### src/rtl/dsm_pkg.sv
// Shared definitions for the DSM H-bridge driver: ternary code values and leg state encoding.
package dsm_pkg;

    localparam logic [1:0] PWM_ZERO = 2'b00;
    localparam logic [1:0] PWM_POS  = 2'b01;
    localparam logic [1:0] PWM_NEG  = 2'b11;
    localparam logic [1:0] PWM_INV  = 2'b10;

    typedef enum logic [1:0] {
        LEG_OFF     = 2'd0,
        LEG_DEAD    = 2'd1,
        LEG_LOW_ON  = 2'd2,
        LEG_HIGH_ON = 2'd3
    } leg_state_t;

endpackage

### src/rtl/dsm_leg_deadtime.sv
// One half-bridge leg: dead-time and minimum on-time sequencing between its high and low switch.
module dsm_leg_deadtime
    import dsm_pkg::*;
#(
    parameter int DEAD_CYCLES   = 4,
    parameter int MIN_ON_CYCLES = 2,
    parameter int CNT_W         = 8
) (
    input  logic clock,
    input  logic reset,
    input  logic req,
    input  logic run,
    output logic hs,
    output logic ls,
    output logic dead
);

    localparam logic [CNT_W-1:0] DEAD_LOAD = CNT_W'(DEAD_CYCLES - 1);
    localparam logic [CNT_W-1:0] MIN_LOAD  = CNT_W'(MIN_ON_CYCLES - 1);

    leg_state_t       state, state_next;
    logic [CNT_W-1:0] cnt, cnt_next;
    logic [CNT_W-1:0] mcnt, mcnt_next;
    logic             side_high;

    assign side_high = (state == LEG_HIGH_ON);

    always_ff @(posedge clock) begin
        if (reset) begin
            state <= LEG_OFF;
            cnt   <= '0;
            mcnt  <= '0;
        end else begin
            state <= state_next;
            cnt   <= cnt_next;
            mcnt  <= mcnt_next;
        end
    end

    always_comb begin
        state_next = state;
        cnt_next   = cnt;
        mcnt_next  = mcnt;
        // Loss of run beats every counter so a fault never waits out min-on.
        if (!run) begin
            state_next = LEG_OFF;
            cnt_next   = '0;
            mcnt_next  = '0;
        end else begin
            case (state)
                LEG_OFF: begin
                    state_next = LEG_DEAD;
                    cnt_next   = DEAD_LOAD;
                end
                LEG_DEAD: begin
                    if (cnt == '0) begin
                        state_next = req ? LEG_HIGH_ON : LEG_LOW_ON;
                        mcnt_next  = MIN_LOAD;
                    end else begin
                        cnt_next = cnt - 1'b1;
                    end
                end
                LEG_LOW_ON, LEG_HIGH_ON: begin
                    // A differing request waits here until min-on has elapsed.
                    if ((req != side_high) && (mcnt == '0)) begin
                        state_next = LEG_DEAD;
                        cnt_next   = DEAD_LOAD;
                    end else if (mcnt != '0) begin
                        mcnt_next = mcnt - 1'b1;
                    end
                end
                default: state_next = LEG_OFF;
            endcase
        end
    end

    assign hs   = (state == LEG_HIGH_ON);
    assign ls   = (state == LEG_LOW_ON);
    assign dead = (state == LEG_OFF) || (state == LEG_DEAD);

endmodule

### src/rtl/dsm_bridge_driver.sv
// H-bridge gate driver for the DSM ternary output: input register, code decode, error flag, fault gating.
module dsm_bridge_driver
    import dsm_pkg::*;
#(
    parameter int DEAD_CYCLES   = 4,
    parameter int MIN_ON_CYCLES = 2,
    parameter int CNT_W         = 8
) (
    input  logic       clock,
    input  logic       reset,
    input  logic [1:0] pwm,
    input  logic       enable,
    input  logic       fault,
    input  logic       clr_err,
    output logic       hs_a,
    output logic       ls_a,
    output logic       hs_b,
    output logic       ls_b,
    output logic       dead_a,
    output logic       dead_b,
    output logic       err_invalid
);

    logic [1:0] pwm_q;
    logic       req_a, req_b, run;
    logic       leg_hs_a, leg_ls_a, leg_hs_b, leg_ls_b;

    always_ff @(posedge clock) begin
        if (reset) begin
            pwm_q       <= PWM_ZERO;
            err_invalid <= 1'b0;
        end else begin
            pwm_q <= pwm;
            // A fresh invalid sample outranks a simultaneous clear.
            if (pwm_q == PWM_INV) begin
                err_invalid <= 1'b1;
            end else if (clr_err) begin
                err_invalid <= 1'b0;
            end
        end
    end

    // Invalid code decodes to neither request, i.e. both legs freewheel low.
    assign req_a = (pwm_q == PWM_POS);
    assign req_b = (pwm_q == PWM_NEG);
    assign run   = enable && !fault;

    dsm_leg_deadtime #(
        .DEAD_CYCLES  (DEAD_CYCLES),
        .MIN_ON_CYCLES(MIN_ON_CYCLES),
        .CNT_W        (CNT_W)
    ) u_leg_a (
        .clock(clock),
        .reset(reset),
        .req  (req_a),
        .run  (run),
        .hs   (leg_hs_a),
        .ls   (leg_ls_a),
        .dead (dead_a)
    );

    dsm_leg_deadtime #(
        .DEAD_CYCLES  (DEAD_CYCLES),
        .MIN_ON_CYCLES(MIN_ON_CYCLES),
        .CNT_W        (CNT_W)
    ) u_leg_b (
        .clock(clock),
        .reset(reset),
        .req  (req_b),
        .run  (run),
        .hs   (leg_hs_b),
        .ls   (leg_ls_b),
        .dead (dead_b)
    );

    // Combinational fault path so gates drop without waiting for a clock edge.
    assign hs_a = leg_hs_a && !fault;
    assign ls_a = leg_ls_a && !fault;
    assign hs_b = leg_hs_b && !fault;
    assign ls_b = leg_ls_b && !fault;

endmodule

### config.mk
export PLATFORM = sky130hd
export DESIGN_NAME = dsm_bridge_driver
export DESIGN_NICKNAME = d
export VERILOG_FILES = /design/src/rtl/dsm_pkg.sv /design/src/rtl/dsm_leg_deadtime.sv /design/src/rtl/dsm_bridge_driver.sv
export SDC_FILE = /design/constraint.sdc
export NUM_CORES = 1
export LEC_CHECK = 0
export BUFFER_PORTS_ARGS = -buffer_cell sky130_fd_sc_hd__buf_4
export CAP_MARGIN = 10
export CORE_ASPECT_RATIO = 0.7
export CORE_MARGIN = 2
export CORE_UTILIZATION = 57
export DETAILED_ROUTE_END_ITERATION = 10
export PLACE_DENSITY = 0.76
export SLEW_MARGIN = 40
export SYNTH_ARGS = -nofsm -noshare
export SYNTH_HDL_FRONTEND = slang
export SYNTH_SLANG_ARGS = --single-unit
### constraint.sdc
create_clock -name clock -period 5.8 [get_ports clock]
set_input_delay 0.87 -clock clock [delete_from_list [all_inputs] [get_ports clock]]
set_output_delay 0.87 -clock clock [all_outputs]
set_load 0.005 [all_outputs]
==> results.json <==
{
  "outcome": "completed",
  "wl_um": 4720,
  "yosysUniqueCellTypes": 53,
  "core_sq_um": 3560,
  "worstSetupEndpointType": "primary output",
  "clk_pin_slew_ps": 70,
  "synth_warnings": 0,
  "path_depth": 3,
  "crit_end": "ls_b",
  "critPathBufInv": 2,
  "crit_fanout": 11,
  "multiInputGateArea_sq_um": 1290,
  "routedWlPerCell_um": 14.5,
  "grt_max_degree": 24,
  "synth-seq-cells": 39,
  "start_util": 0.602,
  "place_area_sq_um": 2280,
  "rrSetupSlack_ps": 3620,
  "reg2regPathDepth": 7,
  "ant_nets": 0,
  "rsz0062_at_grt": "false",
  "clkSinkCount": 39,
  "cts_resized": 0,
  "worst_slew_pin_slew_ps": 667,
  "syn_inst": 261,
  "grtUsageTotal": 0.234,
  "synth-edff-count": 0,
  "diodes": 0,
  "syn_area_sq_um": 2140,
  "grt_first_pass_wirelength_um": 7980,
  "final_area_sq_um": 2380,
  "crit-reg2reg-capture": "u_leg_b.mcnt[3]",
  "fin_nets": 290,
  "place_hpwl_um": 3390,
  "fmax_mhz": 398,
  "cp-start-kind": "flop",
  "numCtsBuffers": 5,
  "dr_total_vias": 1925,
  "setup_viol": 0,
  "synth_fp_nets": 276,
  "die_h_um": 55.3,
  "drc": 0,
  "antenna_found_initial": 0,
  "worst_ep_required_time_ps": 4930,
  "gp_congestion": 0.826,
  "crit_type": "flop to primary output",
  "maxCapViolCount": 0,
  "async_flop_share": 0,
  "syn_avg_cell_area_sq_um": 8.21,
  "cp_top_family": "flip-flops",
  "tns_ps": 0,
  "insertion_delay_ps": 300,
  "min_period_ps": 2510,
  "die_w_um": 77.3,
  "drive_above_1_share": 0.120,
  "clock-root-buffer": "clkbuf_8",
  "layout_setup_ws_ps": 3290,
  "drv_slew": 0,
  "crit_slowest_cell": "dfxtp_1",
  "viasPerCell": 5.90,
  "ctsHtreeMaxLevel": 2,
  "leakage_uw": 0.000952,
  "worstHoldPathType": "flop to flop",
  "cts_setup_buffers": 0,
  "cts_tree": "built",
  "slew-limit-headroom": 0.555,
  "synth-main-ff-cell": "dfxtp_1",
  "worstPathArrival_ps": 1640,
  "grt_pass1_vias": 1706,
  "fin_crit_sh": 0.433,
  "drtPass1Iterations": 4,
  "ys_seq_area_frac": 0.364,
  "regArea_sq_um": 781,
  "gr-total-overflow": 0,
  "hold_buffers": 0,
  "rows": 18,
  "io_pins": 14,
  "dieArea_sq_um": 4270,
  "p_per_area_nw_per_um2": 224,
  "port_buffers": 13,
  "r2r-start": "u_leg_b.cnt[0]",
  "fill_cells": 302,
  "finalClockSkew_ps": 3.13,
  "hold_viol": 0,
  "drtIter0Drc": 159,
  "max_stage_delay_ps": 570,
  "vdd_drop_max_v": 0.000142,
  "startpoint": "u_leg_b.state[1]",
  "clockBufferDepth": 2,
  "syn2layout_area_growth_pct": 11.0,
  "place_ws_ps": 3540,
  "crit_path_cell_trace": "clkinv_1 > nor3_1 > buf_4"
}
## final cells by class
cell class | instances | area share
clock buffer | 8 | 0.0421
multi-input combinational | 204 | 0.543
timing repair buffer | 13 | 0.0410
sequential | 39 | 0.328
tap | 50 | 0.0263
inverter | 12 | 0.0189
## synthesized netlist by cell type, types with 2 or more instances
cell type | count | area [sq um]
a31oi_1 | 4 | 25.0
or4_1 | 4 | 30.0
xnor2_1 | 4 | 35.0
nand4_1 | 4 | 25.0
ha_1 | 8 | 100
clkbuf_1 | 5 | 18.8
nand2_1 | 19 | 71.3
or3b_2 | 4 | 35.0
a211oi_1 | 3 | 22.5
clkinv_1 | 2 | 7.51
nand4b_1 | 3 | 26.3
mux2i_1 | 2 | 20.0
a21oi_1 | 23 | 115
or3_1 | 16 | 100
nor4_1 | 2 | 12.5
inv_1 | 10 | 37.5
nor2_1 | 32 | 120
nand3_1 | 7 | 35.0
dfxtp_1 | 39 | 781
o211a_1 | 5 | 50.1
o31ai_1 | 2 | 15.0
nor2b_1 | 3 | 18.8
nor3b_1 | 2 | 15.0
or4_4 | 2 | 22.5
a311oi_1 | 2 | 17.5
nand2b_1 | 4 | 25.0
and4_1 | 2 | 17.5
o21ai_0 | 12 | 60.1
nor3_1 | 11 | 55.1
o211ai_1 | 2 | 15.0
## logic make-up after synthesis
family	after synthesis	synth area share
AND/OR/NAND/NOR	123	0.324
multiplexers	3	0.0146
buffers and inverters	18	0.0321
adder cells (fa/ha/maj)	8	0.0467
AO/OA/AOI/OAI	66	0.202
flip-flops	39	0.364
XOR/XNOR	4	0.0164
## per-stage QoR
stage,hold WS [ps],utilization,power (uW),std cells
4_1_cts,472,0.668,536,326
6_report,471,0.668,533,326
5_1_grt,513,0.668,556,326
2_1_floorplan,454,-,320,261
3_5_place_dp,461,0.640,334,318
3_3_place_gp,461,0.640,333,318
## worst min-delay path: stages (launching register included)
cell and delay [ps]:
dfxtp_1 310, nand2b_1 70, a21oi_1 50
## flip-flops by register name, indices dropped and copies added, names as in the netlist
register       cells
err_invalid        1
u_leg_a.mcnt       8
u_leg_b.cnt        8
u_leg_b.state      2
u_leg_a.cnt        8
pwm_q              2
u_leg_a.state      2
u_leg_b.mcnt       8
## power breakdown
part	internal (uW)	total [uW]	switching, uW	leakage [uW]
logic	23.6	51.6	28.0	0.000584
registers	272	277	4.86	0.000316
clock network	109	205	96.6	0.0000515
total	404	533	129	0.000952
## worst min-delay path by stage
stage	from	endpoint	slack [ps]	cells after the start
after floorplan	u_leg_b.cnt[7]	u_leg_b.cnt[7]	450	2
after global routing	err_invalid	err_invalid	510	2
final	err_invalid	err_invalid	470	2
after global placement	err_invalid	err_invalid	460	2
after detailed placement	err_invalid	err_invalid	460	2
after CTS	err_invalid	err_invalid	470	2
## per-layer routing
layer	up-vias	routed length, um	GRT usage
met4	0	46	0.0638
met5	-	0	0
met2	50	1900	0.319
met1	876	2450	0.347
li1	992	-	-
met3	7	319	0.0833
## placed cells by master (no fill, tap or decap), drive strengths merged, types with 2 or more instances in the layout
| master | Yosys | final |
|---|---|---|
| nand4 | 4 | 4 |
| nor3b | 2 | 2 |
| mux2i | 2 | 2 |
| a31oi | 4 | 4 |
| o31ai | 2 | 2 |
| o211ai | 2 | 2 |
| or3 | 16 | 16 |
| nand2 | 19 | 19 |
| or4 | 6 | 6 |
| nand2b | 4 | 4 |
| a211oi | 3 | 3 |
| nor3 | 12 | 12 |
| nor4 | 4 | 4 |
| nor2b | 3 | 3 |
| or3b | 4 | 4 |
| nand3 | 8 | 8 |
| ha | 8 | 8 |
| clkbuf | 5 | 8 |
| o211a | 5 | 5 |
| inv | 10 | 10 |
| and4 | 2 | 2 |
| xnor2 | 4 | 4 |
| o21ai | 13 | 13 |
| a21oi | 24 | 24 |
| a311oi | 2 | 2 |
| dfxtp | 39 | 39 |
| clkinv | 2 | 2 |
| buf | 1 | 13 |
| nand4b | 3 | 3 |
| nor2 | 32 | 32 |
(Power assumes the default switching activity.)
